--- config.mk ---
export PLATFORM = sky130hd
export DESIGN_NAME = filter_sink
export DESIGN_NICKNAME = d
export VERILOG_FILES = /design/src/rtl/filter_pkg.sv /design/src/rtl/sync_fifo.sv /design/src/rtl/filter_sink.sv
export SDC_FILE = /design/constraint.sdc
export NUM_CORES = 1
export LEC_CHECK = 0
export CAP_MARGIN = 20
export CORE_UTILIZATION = 55
export CTS_BUF_LIST = sky130_fd_sc_hd__clkbuf_8
export DETAILED_ROUTE_END_ITERATION = 12
export PLACE_DENSITY = 0.79
export SYNTH_ARGS = -nofsm -noshare
export SYNTH_HDL_FRONTEND = slang
export SYNTH_SLANG_ARGS = --single-unit
--- constraint.sdc ---
create_clock -name clk -period 3.3 [get_ports clk]
set_clock_uncertainty 0.05 [all_clocks]
set_input_delay 0.495 -clock clk [delete_from_list [all_inputs] [get_ports clk]]
set_output_delay 0.495 -clock clk [all_outputs]
set_load 0.005 [all_outputs]
--- src/rtl/filter_pkg.sv ---
// filter_pkg: constants and helpers shared by the filter output path.
//   FILT_IN_W / FILT_OUT_W : sample widths at the filter's input and output.
//   SAT_MAX / SAT_MIN      : clip limits for the default 8-bit sink output.
//   sat_max_f / sat_min_f  : clip limits for an arbitrary signed width.
//   round_const            : half-LSB constant added before a right shift.
package filter_pkg;

  localparam int FILT_IN_W  = 32'sd8;
  localparam int FILT_OUT_W = 32'sd17;
  localparam int SINK_OUT_W = 32'sd8;

  function automatic int sat_max_f(input int w);
    return (32'sd1 <<< (w - 32'sd1)) - 32'sd1;
  endfunction

  function automatic int sat_min_f(input int w);
    return -(32'sd1 <<< (w - 32'sd1));
  endfunction

  function automatic int round_const(input int shift);
    return 32'sd1 <<< (shift - 32'sd1);
  endfunction

  localparam int SAT_MAX = sat_max_f(SINK_OUT_W);
  localparam int SAT_MIN = sat_min_f(SINK_OUT_W);

endpackage

--- src/rtl/sync_fifo.sv ---
// sync_fifo: show-ahead synchronous FIFO with a registered head output.
//   clk   : clock, rising edge
//   rst   : synchronous active-low reset (empties the FIFO, dout=0)
//   push  : write request; ignored when full unless a pop happens in the same cycle
//   din   : write data
//   pop   : read request; ignored when empty
//   dout  : registered head entry; holds the last popped value while empty
//   full  : DEPTH entries stored
//   empty : no entries stored
module sync_fifo #(
  parameter int WIDTH = 8,
  parameter int DEPTH = 8
) (
  input  logic             clk,
  input  logic             rst,
  input  logic             push,
  input  logic [WIDTH-1:0] din,
  input  logic             pop,
  output logic [WIDTH-1:0] dout,
  output logic             full,
  output logic             empty
);

  localparam int AW = $clog2(DEPTH);

  logic [WIDTH-1:0] mem_q [DEPTH];
  logic [AW:0]      wr_q, wr_d;
  logic [AW:0]      rd_q, rd_d;
  logic [WIDTH-1:0] dout_q, dout_d;
  logic             pop_ok_s, push_ok_s;

  // Pointers carry one extra wrap bit so full and empty are distinguishable.
  assign empty     = (wr_q == rd_q);
  assign full      = (wr_q[AW] != rd_q[AW]) && (wr_q[AW-1:0] == rd_q[AW-1:0]);
  assign pop_ok_s  = pop && !empty;
  assign push_ok_s = push && (!full || pop_ok_s);
  assign dout      = dout_q;

  // Next pointers and the head value that will be visible after this edge.
  always_comb begin
    wr_d   = wr_q;
    rd_d   = rd_q;
    dout_d = dout_q;
    if (push_ok_s) begin
      wr_d = wr_q + (AW+1)'(1);
    end else begin
      wr_d = wr_q;
    end
    if (pop_ok_s) begin
      rd_d = rd_q + (AW+1)'(1);
    end else begin
      rd_d = rd_q;
    end
    if (wr_d == rd_d) begin
      // Going empty: keep showing the value that was just popped.
      dout_d = dout_q;
    end else if (push_ok_s && (wr_q == rd_d)) begin
      // The entry being written becomes the new head.
      dout_d = din;
    end else begin
      dout_d = mem_q[rd_d[AW-1:0]];
    end
  end

  // Pointer and head-register update.
  always_ff @(posedge clk) begin
    if (!rst) begin
      wr_q   <= '0;
      rd_q   <= '0;
      dout_q <= '0;
    end else begin
      wr_q   <= wr_d;
      rd_q   <= rd_d;
      dout_q <= dout_d;
    end
  end

  // Storage array; contents are don't-care after reset because the pointers are cleared.
  always_ff @(posedge clk) begin
    if (push_ok_s) begin
      mem_q[wr_q[AW-1:0]] <= din;
    end
  end

endmodule

--- src/rtl/filter_sink.sv ---
// filter_sink: decimates the filter's strobed output, rounds and saturates
// each kept sample and buffers it for a valid/ready consumer.
//   clk     : clock, rising edge
//   rst     : synchronous active-low reset
//   in      : signed input sample, valid when in_en=1
//   in_en   : input strobe (no backpressure)
//   out_rdy : downstream ready
//   out     : FIFO head sample (signed)
//   out_en  : out valid (FIFO non-empty)
//   ovf     : sticky, a kept sample was dropped on a full FIFO
//   sat     : sticky, a kept sample was clipped
module filter_sink
  import filter_pkg::*;
#(
  parameter int IN_W       = FILT_OUT_W,
  parameter int OUT_W      = SINK_OUT_W,
  parameter int DECIM      = 4,
  parameter int SHIFT      = 8,
  parameter int FIFO_DEPTH = 8
) (
  input  logic             clk,
  input  logic             rst,
  input  logic [IN_W-1:0]  in,
  input  logic             in_en,
  input  logic             out_rdy,
  output logic [OUT_W-1:0] out,
  output logic             out_en,
  output logic             ovf,
  output logic             sat
);

  localparam int                CNT_W    = (DECIM > 1) ? $clog2(DECIM) : 1;
  localparam logic [CNT_W-1:0]  CNT_LAST = CNT_W'(DECIM - 1);
  localparam logic signed [IN_W:0] RND   = (IN_W+1)'(round_const(SHIFT));
  localparam logic signed [IN_W:0] R_MAX = (IN_W+1)'(sat_max_f(OUT_W));
  localparam logic signed [IN_W:0] R_MIN = (IN_W+1)'(sat_min_f(OUT_W));

  logic [CNT_W-1:0]    cnt_q, cnt_d;
  logic                keep_s;
  logic [IN_W-1:0]     in_q;
  logic                kept_q;
  logic signed [IN_W:0] sum_s, r_s;
  logic [OUT_W-1:0]    samp_s;
  logic                clip_s;
  logic [OUT_W-1:0]    stage_q;
  logic                stage_valid_q;
  logic                sat_q, ovf_q;
  logic                fifo_full_s, fifo_empty_s, pop_s;
  logic [OUT_W-1:0]    fifo_dout_s;

  // Decimation: keep the strobe that finds the counter at zero.
  always_comb begin
    cnt_d  = cnt_q;
    keep_s = in_en && (cnt_q == '0);
    if (in_en) begin
      if (cnt_q == CNT_LAST) begin
        cnt_d = '0;
      end else begin
        cnt_d = cnt_q + CNT_W'(1);
      end
    end else begin
      cnt_d = cnt_q;
    end
  end

  // Round half up, then clip to the signed output range.
  always_comb begin
    sum_s  = $signed({in_q[IN_W-1], in_q}) + RND;
    r_s    = sum_s >>> SHIFT;
    samp_s = r_s[OUT_W-1:0];
    clip_s = 1'b0;
    if (r_s > R_MAX) begin
      samp_s = R_MAX[OUT_W-1:0];
      clip_s = 1'b1;
    end else if (r_s < R_MIN) begin
      samp_s = R_MIN[OUT_W-1:0];
      clip_s = 1'b1;
    end else begin
      samp_s = r_s[OUT_W-1:0];
      clip_s = 1'b0;
    end
  end

  assign pop_s = !fifo_empty_s && out_rdy;

  // Input capture, requantisation stage and sticky flags.
  always_ff @(posedge clk) begin
    if (!rst) begin
      cnt_q         <= '0;
      in_q          <= '0;
      kept_q        <= 1'b0;
      stage_q       <= '0;
      stage_valid_q <= 1'b0;
      sat_q         <= 1'b0;
      ovf_q         <= 1'b0;
    end else begin
      cnt_q         <= cnt_d;
      in_q          <= in;
      kept_q        <= keep_s;
      stage_q       <= kept_q ? samp_s : stage_q;
      stage_valid_q <= kept_q;
      sat_q         <= sat_q | (kept_q & clip_s);
      // A full FIFO only refuses the push when nothing leaves in the same cycle.
      ovf_q         <= ovf_q | (stage_valid_q & fifo_full_s & ~pop_s);
    end
  end

  sync_fifo #(
    .WIDTH(OUT_W),
    .DEPTH(FIFO_DEPTH)
  ) u_fifo (
    .clk  (clk),
    .rst  (rst),
    .push (stage_valid_q),
    .din  (stage_q),
    .pop  (pop_s),
    .dout (fifo_dout_s),
    .full (fifo_full_s),
    .empty(fifo_empty_s)
  );

  assign out    = fifo_dout_s;
  assign out_en = !fifo_empty_s;
  assign ovf    = ovf_q;
  assign sat    = sat_q;

endmodule
Yosys cells after proc, flatten, opt, wreduce, memory -nomap -nowiden
Memory sizes are Yosys's and may differ from the RTL's.
Index checks and enable logic that the tools add are counted.
- flip-flop bits (word level): 47
- output and inout bits: 11
- bits in writable memories: 64
- bits of input ports: 21
- ROM bits: 0
- bits in latches: 0
- memories: 1
- logic and storage cells: 49
- memory list (memory ; depth ; bits a word ; rd ports ; clocked after Yosys merged registers in ; wr ports ; RTL line ; source):
    u_fifo.mem_q ; 8 ; 8 ; 1 ; 0 ; 1 ; sync_fifo.sv:26 ; logic [WIDTH-1:0] mem_q [DEPTH];
- reductions and logical operators: 10
- bitwise operators: 6
- magnitude comparators: 2
- mux-type cells: 10
- multipliers: 0
- equality and inequality tests: 6
- divide/modulo/power cells: 0
- shift operators: 0
- $add $sub $neg: 4
- operators with widths (operator ; number):
    $mux 8 ; 3
    $add 17x9->18 const B ; 1
    $eq 4x4->1 ; 3
    $gt 10x8->1 const B ; 1
    $lt 10x8->1 const B ; 1
    $add 4x1->4 const B ; 2
    $mux 4 ; 2
    $logic_and 1x1->1 ; 6
    $mux 1 ; 4
    $and 1x1->1 ; 3
    $eq 3x3->1 ; 1
    $add 2x1->2 const B ; 1
    $eq 2x2->1 const B ; 1
    $logic_not 1->1 ; 2
    $logic_not 2->1 ; 1
    $mux 2 ; 1
    $or 1x1->1 ; 2
    $logic_or 1x1->1 ; 1
    $ne 1x1->1 ; 1
    $not 1->1 ; 1

Logic depth before layout (Yosys ltp)
Gate-level depths: netlist of run 1.
- depth after elaboration: 8
- gate-level depth with buffers: 11
- depth with buffers taken out: 8

Cells and area by module
From an unflattened synthesis of run 1, not the netlist that was laid out.
- cells, all modules: 455
- area total of the unflattened synthesis: 5381.4 µm²
- modules (own cells, without submodules) (module ; area each (µm²) ; cells each ; instances ; seq. area each (µm²)):
    sync_fifo ; 4199.0 ; 332 ; 1 ; 2242.2
    filter_sink ; 1182.4 ; 123 ; 1 ; 480.5

Least setup slack after synthesis of run 1
No wires, ideal clock.
- path type: input port to flip-flop
- start point: input port out_rdy
- end point: register u_fifo.dout_q[0] (netlist: u_fifo.dout[0])
- stages: 10
- arrival time: 2.735 ns
- path slack: 0.449 ns
- buffers on the path: 3
- library setup time: 0.066 ns
- data required time: 3.184 ns
- cell sequence: clkbuf_1 > nand4_1 > xnor2_1 > or4b_1 > a211o_1 > and4_4 > buf_6 > or3_1 > buf_6 > a21oi_2
- cells in the longest elaborated chain, start to end: 6
- elaborated cells on any way between the ends: 11
- classes of those cells: eq/ne: 2; mux: 3; reduce/logical: 5; memory: 1
- RTL lines (item ; RTL line ; source):
    from (decl) ; filter_sink.sv:25 ; input logic out_rdy,
    $logic_and 1x1->1 (*) ; filter_sink.sv:84 ; assign pop_s = !fifo_empty_s && out_rdy;
    $logic_and 1x1->1 (*) ; sync_fifo.sv:35 ; assign pop_ok_s = pop && !empty;
    branches (longest 4 deep; another with $mem_v2 8x8) ; - ;
    to (signal assigned) ; sync_fifo.sv:74 ; dout_q <= dout_d;
    to (decl) ; sync_fifo.sv:29 ; logic [WIDTH-1:0] dout_q, dout_d;
Every way passes the cells marked *.
A chain may end at the register's enable or synchronous reset.

Worst setup path after layout of run 1
- start point: register u_fifo.wr_q[1]
- end point: register u_fifo.dout_q[4] (netlist: u_fifo.dout[4])
- cells in the longest elaborated chain, start to end: 8
- elaborated cells on any way between the ends: 17
- classes of those cells: add/sub: 1; eq/ne: 4; mux: 3; reduce/logical: 8; memory: 1
- RTL lines (item ; RTL line ; source):
    from (decl) ; sync_fifo.sv:27 ; logic [AW:0] wr_q, wr_d;
    from (signal assigned) ; sync_fifo.sv:72 ; wr_q <= wr_d;
    branches (longest 8 deep; another with $mem_v2 8x8) ; - ;
Parallel ways; which one is timed is not known.

==> results of run 1 <==
[area by class of cell]
class	count	area share
inverters	8	0.005129
flip-flops and latches	104	0.4651
multi-input cells	256	0.3958
well taps	111	0.02372
repair buffers	45	0.07074
clock buffers	9	0.02116
clock inverters	7	0.01838
[flip-flops by register name, indices dropped and copies added, names as in the netlist]
name,flops
kept_q,1
u_fifo.wr_q,4
u_fifo.dout,8
in_q,10
u_fifo.mem_q,64
stage_q,8
cnt_q,2
u_fifo.rd_q,4
stage_valid_q,1
ovf,1
sat,1
[per-stage QoR]
| stage | hold WS, ns | setup WS, ns | std cells |
|---|---|---|---|
| 2_1_floorplan | 0.4142 | 0.4490 | 392 |
| 3_3_place_gp | 0.4007 | 0.1382 | 523 |
| 3_5_place_dp | 0.4102 | 0.06829 | 523 |
| 4_1_cts | 0.4346 | 0.1989 | 539 |
| 5_1_grt | 0.4451 | 0.01272 | 540 |
| 6_report | 0.4314 | 0.2014 | 540 |
[routing by layer]
| layer | track usage | vias to the layer above | part of all wire |
|---|---|---|---|
| met5 | 0 | - | 0 |
| met4 | 0.09529 | 0 | 0.022 |
| met3 | 0.03404 | 22 | 0.043 |
| met2 | 0.3932 | 89 | 0.51 |
| met1 | 0.2846 | 1673 | 0.43 |
| li1 | - | 1575 | - |
[layout by cell type, fill, tap and decap left out, drive strengths merged, types with 3 or more instances in the layout]
cell type      count
xor2               9
a32oi              3
xnor2             15
clkdlybuf4s50     24
edfxtp            64
a21oi             23
nor4               3
o211ai             4
and2              17
mux2               7
dfxtp             40
clkinv             5
clkbuf             9
and4               3
inv                8
mux4              25
o21ai             11
o41ai              8
nand4              5
mux2i             36
nand3              9
ha                 5
o221ai             7
nand2             28
nor3               4
buf               21
nor2               7
a21boi             5
[critical path, stage by stage, from the launching register on]
cell,delay (ns)
dfxtp_1,0.65
xor2_1,0.40
nor4_4,0.13
or4b_1,0.53
a211o_1,0.31
and4_4,0.23
or3_1,0.57
a21oi_2,0.18
[report_power, final]
part / internal (uW) / total, uW / switching, uW / leakage (uW)
Combinational: 179 / 347 / 168 / 0.000878
Sequential: 1420 / 1470 / 46.7 / 0.000924
Clock: 436 / 867 / 431 / 0.000116
[kinds of logic after synthesis]
kind of cell / Yosys count
flops: 104
simple gates: 89
mux: 68
compound gates: 70
buf+inv: 32
xor+xnor: 24
fa+ha+maj: 5
[worst paths after layout]
kind / start / cells past startpoint / to / slack, ns
max: u_fifo.wr_q[1]$_SDFF_PN0_ / 7 / u_fifo.dout[4]$_SDFFE_PN0P_ / 0.20
min: sat$_SDFF_PN0_ / 1 / sat$_SDFF_PN0_ / 0.43
max reg2reg: u_fifo.wr_q[1]$_SDFF_PN0_ / 7 / u_fifo.dout[4]$_SDFFE_PN0P_ / 0.20
min reg2reg: sat$_SDFF_PN0_ / 1 / sat$_SDFF_PN0_ / 0.43
[repair_timing]
item	in CTS	in global routing
gates resized for setup	0	2
setup buffers	0	0
endpoints found under the setup margin	0	5
==> impl_metrics.tcl, run 1 <==
set metrics [dict create \
    muxShareOfSynthArea 0.1936 \
    powerDensity_mw_per_mm2 457.8 \
    rows 35 \
    start_kind "flop" \
    ys_seq_area_frac 0.5259 \
    netlist.area_leader.share 0.3712 \
    synth_area_per_cell_um2 13.21 \
    p_total_uw 2680 \
    drt_iter0_drc 183 \
    grt_max_degree 28 \
    min_period_over_period 0.9390 \
    clock-sinks 104 \
    cp.required_ns 3.55 \
    synth.net_count 418 \
    synthCells 392 \
    core_area_mm2 0.009196 \
    root_buffer "clkbuf_8" \
    regArea_mm2 0.002723 \
    postPlaceCellArea_mm2 0.005599 \
    cp_max_fo 13 \
    fp.dieH_um 99.03 \
    finalSetupViolCount 0 \
    initial_core_util 0.5630 \
    synth_cell_types 51 \
    die_w_um 99.03 \
    htree_levels 3 \
    place_congestion 0.8447 \
    yosysTopAreaCell "edfxtp_1" \
    arrival_ns 3.35 \
    wire_per_inst_um 18.92 \
    area_growth_pct 13.07 \
    maxSlewViolCount 0 \
    synthTopCellsByCount "edfxtp_1, dfxtp_1, mux2i_1" \
    place_hpwl_mm 7.014 \
    min_path_type "flop to flop" \
    fillerInstances 667 \
    nets 450 \
    fin_area_mm2 0.005854 \
    cts_tree "built" \
    antenna_found_initial 0 \
    vdd_drop_max_mv 0.3106 \
    status "complete, no violations" \
    grt_pass1_vias 3360 \
    slew_headroom 0.5951 \
    grt_util_all_layers 0.2268 \
    clock.fmax_mhz 322.7 \
    synth-simple-area-share 0.09280 \
    tightest_slew_ns 0.6054 \
    synth_edf_count 64 \
    synthXorXnorAreaFrac 0.04930 \
    fin_util 0.6366 \
    async_flop_share 0 \
    cts_hold_buf 0 \
    clk_pin_slew_ns 0.10 \
    synth.most_common_cell "edfxtp_1" \
    port_buffers 24 \
    synthTopCellsByArea "edfxtp_1, dfxtp_1, mux4_2, mux2i_1, and2_1" \
    worstSetupPathType "flop to flop" \
    antenna_left 0 \
    overflow 0 \
    endpoint_kind "flop" \
    p_leak_uw 0.001918 \
    clk_latency_ns 0.36 \
    antennaDiodeCount 0 \
    yosys_register_bits 104 \
    synthAdderAreaFrac 0.01208 \
    drt_first_pass_iters 4 \
    drive_gt1_frac 0.2075 \
    synth_flop_cell "edfxtp_1" \
    drc_errors 0 \
    synth_top_family_by_area "multiplexers" \
    finalWirelength_mm 10.22 \
    synth_compound_area_frac 0.09739 \
    rsz0062_at_grt "false" \
    synth.cell_area_mm2 0.005177 \
    fin_setup_tns_ns 0 \
    multiInputGateArea_mm2 0.002317 \
    grt_first_pass_wirelength_mm 16.88 \
    ys_warn_count 0 \
    min_period_ns 3.099 \
    cts-buffers-inserted 9 \
    die_area_mm2 0.009806 \
    hold_viol_final 0 \
    clock_path_buffers 2 \
    vias 3359 \
    io_pins 32 \
    via_per_inst 6.220 \
    cap_violations 0 \
]
Power figures use the tool's default switching activity.
==> inputs of run 2 (changes only) <==
--- a/config.mk
+++ b/config.mk
@@ -5,6 +5,7 @@
 export SDC_FILE = /design/constraint.sdc
 export NUM_CORES = 1
 export LEC_CHECK = 0
+export ABC_AREA = 0
 export CAP_MARGIN = 20
 export CORE_UTILIZATION = 55
 export CTS_BUF_LIST = sky130_fd_sc_hd__clkbuf_8
==> results of run 2 <==
The final DEF is identical to that of run 1; final timing and power are the same.
==> inputs of run 3 (changes only) <==
--- a/config.mk
+++ b/config.mk
@@ -11,6 +11,7 @@
 export CTS_BUF_LIST = sky130_fd_sc_hd__clkbuf_8
 export DETAILED_ROUTE_END_ITERATION = 12
 export PLACE_DENSITY = 0.79
+export SLEW_MARGIN = 20
 export SYNTH_ARGS = -nofsm -noshare
 export SYNTH_HDL_FRONTEND = slang
 export SYNTH_SLANG_ARGS = --single-unit
==> run 3 against run 2 <==
Effect of this change:
- sequential cell count is the same
- cell area fell by 0.15%
- via count up 1.1%
- fmax fell by 0.20%
- non-clock buffer count decreased by 1
- register-to-register slack barely moved
- critical path depth is the same
- critical path type unchanged
- critical endpoint is now u_fifo.dout[7]$_SDFFE_PN0P_
- largest cell class unchanged
- highest routed layer unchanged
==> impl_metrics.tcl, run 3 (synthesis results as in run 1) <==
set metrics [dict create \
    status "complete, no violations" \
    layout_common_cells "edfxtp_1, dfxtp_1, mux2i_1" \
    holdPathEnd "sat$_SDFF_PN0_" \
    cp_max_fo 13 \
    grt_first_pass_wirelength_mm 16.88 \
    hp-start "sat$_SDFF_PN0_" \
    antenna_found_initial 0 \
    drt_first_pass_iters 5 \
    powerDensity_mw_per_mm2 459.0 \
    combPwrFrac 0.129 \
    finalWirelength_mm 10.23 \
    tightest_slew_ns 0.6716 \
    clk_latency_ns 0.36 \
    crit_slowest_cell "dfxtp_1" \
    setup_ws_ns 0.1954 \
    stdcell_count 539 \
    fillerInstances 666 \
    reg2reg_slack_ns 0.20 \
    antennaDiodeCount 0 \
    regArea_mm2 0.002723 \
    clock.fmax_mhz 322.1 \
    rows 35 \
    clk_pin_slew_ns 0.10 \
    rsz0062_at_grt "false" \
    power.switching_uw 648.2 \
    antenna_left 0 \
    multiInputGateArea_mm2 0.002320 \
    clock_path_buffers 2 \
    swShare 0.2416 \
    p_leak_uw 0.001912 \
    fp.dieH_um 99.03 \
    die_w_um 99.03 \
    vias 3396 \
    drt_iter0_drc 141 \
    die_area_mm2 0.009806 \
    cts-buffers-inserted 9 \
    core_area_mm2 0.009196 \
    root_buffer "clkbuf_8" \
    fin_setup_tns_ns 0 \
    via_per_inst 6.301 \
    maxSlewViolCount 0 \
    slew_headroom 0.5518 \
    cpPeakStageDelay_ns 0.65 \
    port_buffers 24 \
    dp_worst_setup_slack_ns 0.06829 \
    p_int_uw 2035 \
    cts_tree "built" \
    final_common_cell "edfxtp_1" \
    timing.rr.end "u_fifo.dout[7]$_SDFFE_PN0P_" \
    reg2reg_depth 7 \
    htree_levels 3 \
    place_congestion 0.8447 \
    cp.required_ns 3.55 \
    r2r-start "u_fifo.wr_q[1]$_SDFF_PN0_" \
    largest_reg_flops 64 \
    worstSetupPathType "flop to flop" \
    seqPwrFrac 0.547 \
    hold_viol_final 0 \
    placedCellCount 523 \
    grt_pass1_vias 3360 \
    crit_chain "xor2_1 -> nor4_4 -> or4b_1 -> a211o_1 -> and4_4 -> or3_1 -> a21oi_2" \
    clock-sinks 104 \
    grt_max_degree 28 \
    place_hpwl_mm 7.014 \
    min_period_ns 3.105 \
    grt_util_all_layers 0.2268 \
    arrival_ns 3.35 \
    vdd_drop_max_mv 0.3114 \
    drc_errors 0 \
    endpoint_kind "flop" \
    min_period_over_period 0.9408 \
    wire_per_inst_um 18.98 \
    io_pins 32 \
    finalSetupViolCount 0 \
    initial_core_util 0.5630 \
    post_cts_buffers 0 \
    area_growth_pct 12.90 \
    start_kind "flop" \
    cap_violations 0 \
    min_path_type "flop to flop" \
    overflow 0 \
    nets 449 \
    whs_path_depth 1 \
    drive_gt1_frac 0.2079 \
    pwr-share-clk 0.324 \
]
-- run 3: cell types whose count changed in the layout (fill, tap and decap cells not counted) --
cell    before  now
buf_6        1    0
nor2_1       7    6
nor2_2       0    1
-- run 3: metrics by stage --
step | hold WS (ns) | util | instance area (um^2) | total power (uW)
5_1_grt | 0.4451 | 0.6356 | 5846 | 2793
4_1_cts | 0.4346 | 0.6340 | 5831 | 2702
3_5_place_dp | 0.4102 | 0.6088 | 5599 | 1841
2_1_floorplan | 0.4142 | - | 5177 | 1721
3_3_place_gp | 0.4007 | 0.6088 | 5599 | 1827
6_report | 0.4309 | 0.6356 | 5846 | 2683
-- run 3: what timing repair did --
action | 4_1_cts | 5_1_grt
gates resized for setup | 0 | 2
hold buffers | 0 | 0
endpoints found under the setup margin | 0 | 5
-- run 3: critical path, delay by kind of cell (launching register included) --
kind | cells | cell delay, ns
AO/OA/AOI/OAI | 2 | 0.48
flip-flops | 1 | 0.65
XOR/XNOR | 1 | 0.40
AND/OR/NAND/NOR | 4 | 1.46
-- run 3: power by group through the flow --
stage	registers, uW	logic (uW)	clock network, uW
2_1_floorplan	1480	241	0
3_3_place_gp	1490	334	0
3_5_place_dp	1500	344	0
4_1_cts	1470	346	890
5_1_grt	1470	378	941
6_report	1470	347	870
-- run 3: layer usage --
layer  vias to the layer above  global-route usage  routed length [um]
li1                       1576                   -                   -
met1                      1682              0.2846                4322
met2                       111              0.3932                5227
met3                        27             0.03404                 424
met4                         0             0.09529                 253
met5                         -                   0                   0
-- run 3: how the worst max path moves through the flow --
stage | start | endpoint | depth (start not counted)
after global routing | u_fifo.wr_q[1]$_SDFF_PN0_ | u_fifo.dout[0]$_SDFFE_PN0P_ | 7
after CTS | u_fifo.wr_q[0]$_SDFF_PN0_ | u_fifo.dout[4]$_SDFFE_PN0P_ | 8
after global placement | out_rdy | u_fifo.dout[4]$_SDFFE_PN0P_ | 8
after detailed placement | out_rdy | u_fifo.dout[4]$_SDFFE_PN0P_ | 8
after floorplan | out_rdy | u_fifo.dout[0]$_SDFFE_PN0P_ | 10
final | u_fifo.wr_q[1]$_SDFF_PN0_ | u_fifo.dout[7]$_SDFFE_PN0P_ | 7
-- run 3: cell type report --
| type | instances | share of cell area |
|---|---|---|
| Timing Repair Buffer | 44 | 0.06892 |
| Sequential cell | 104 | 0.4658 |
| Multi-Input combinational cell | 256 | 0.3968 |
| Clock inverter | 7 | 0.01841 |
| Clock buffer | 9 | 0.02119 |
| Tap cell | 111 | 0.02376 |
| Inverter | 8 | 0.005137 |
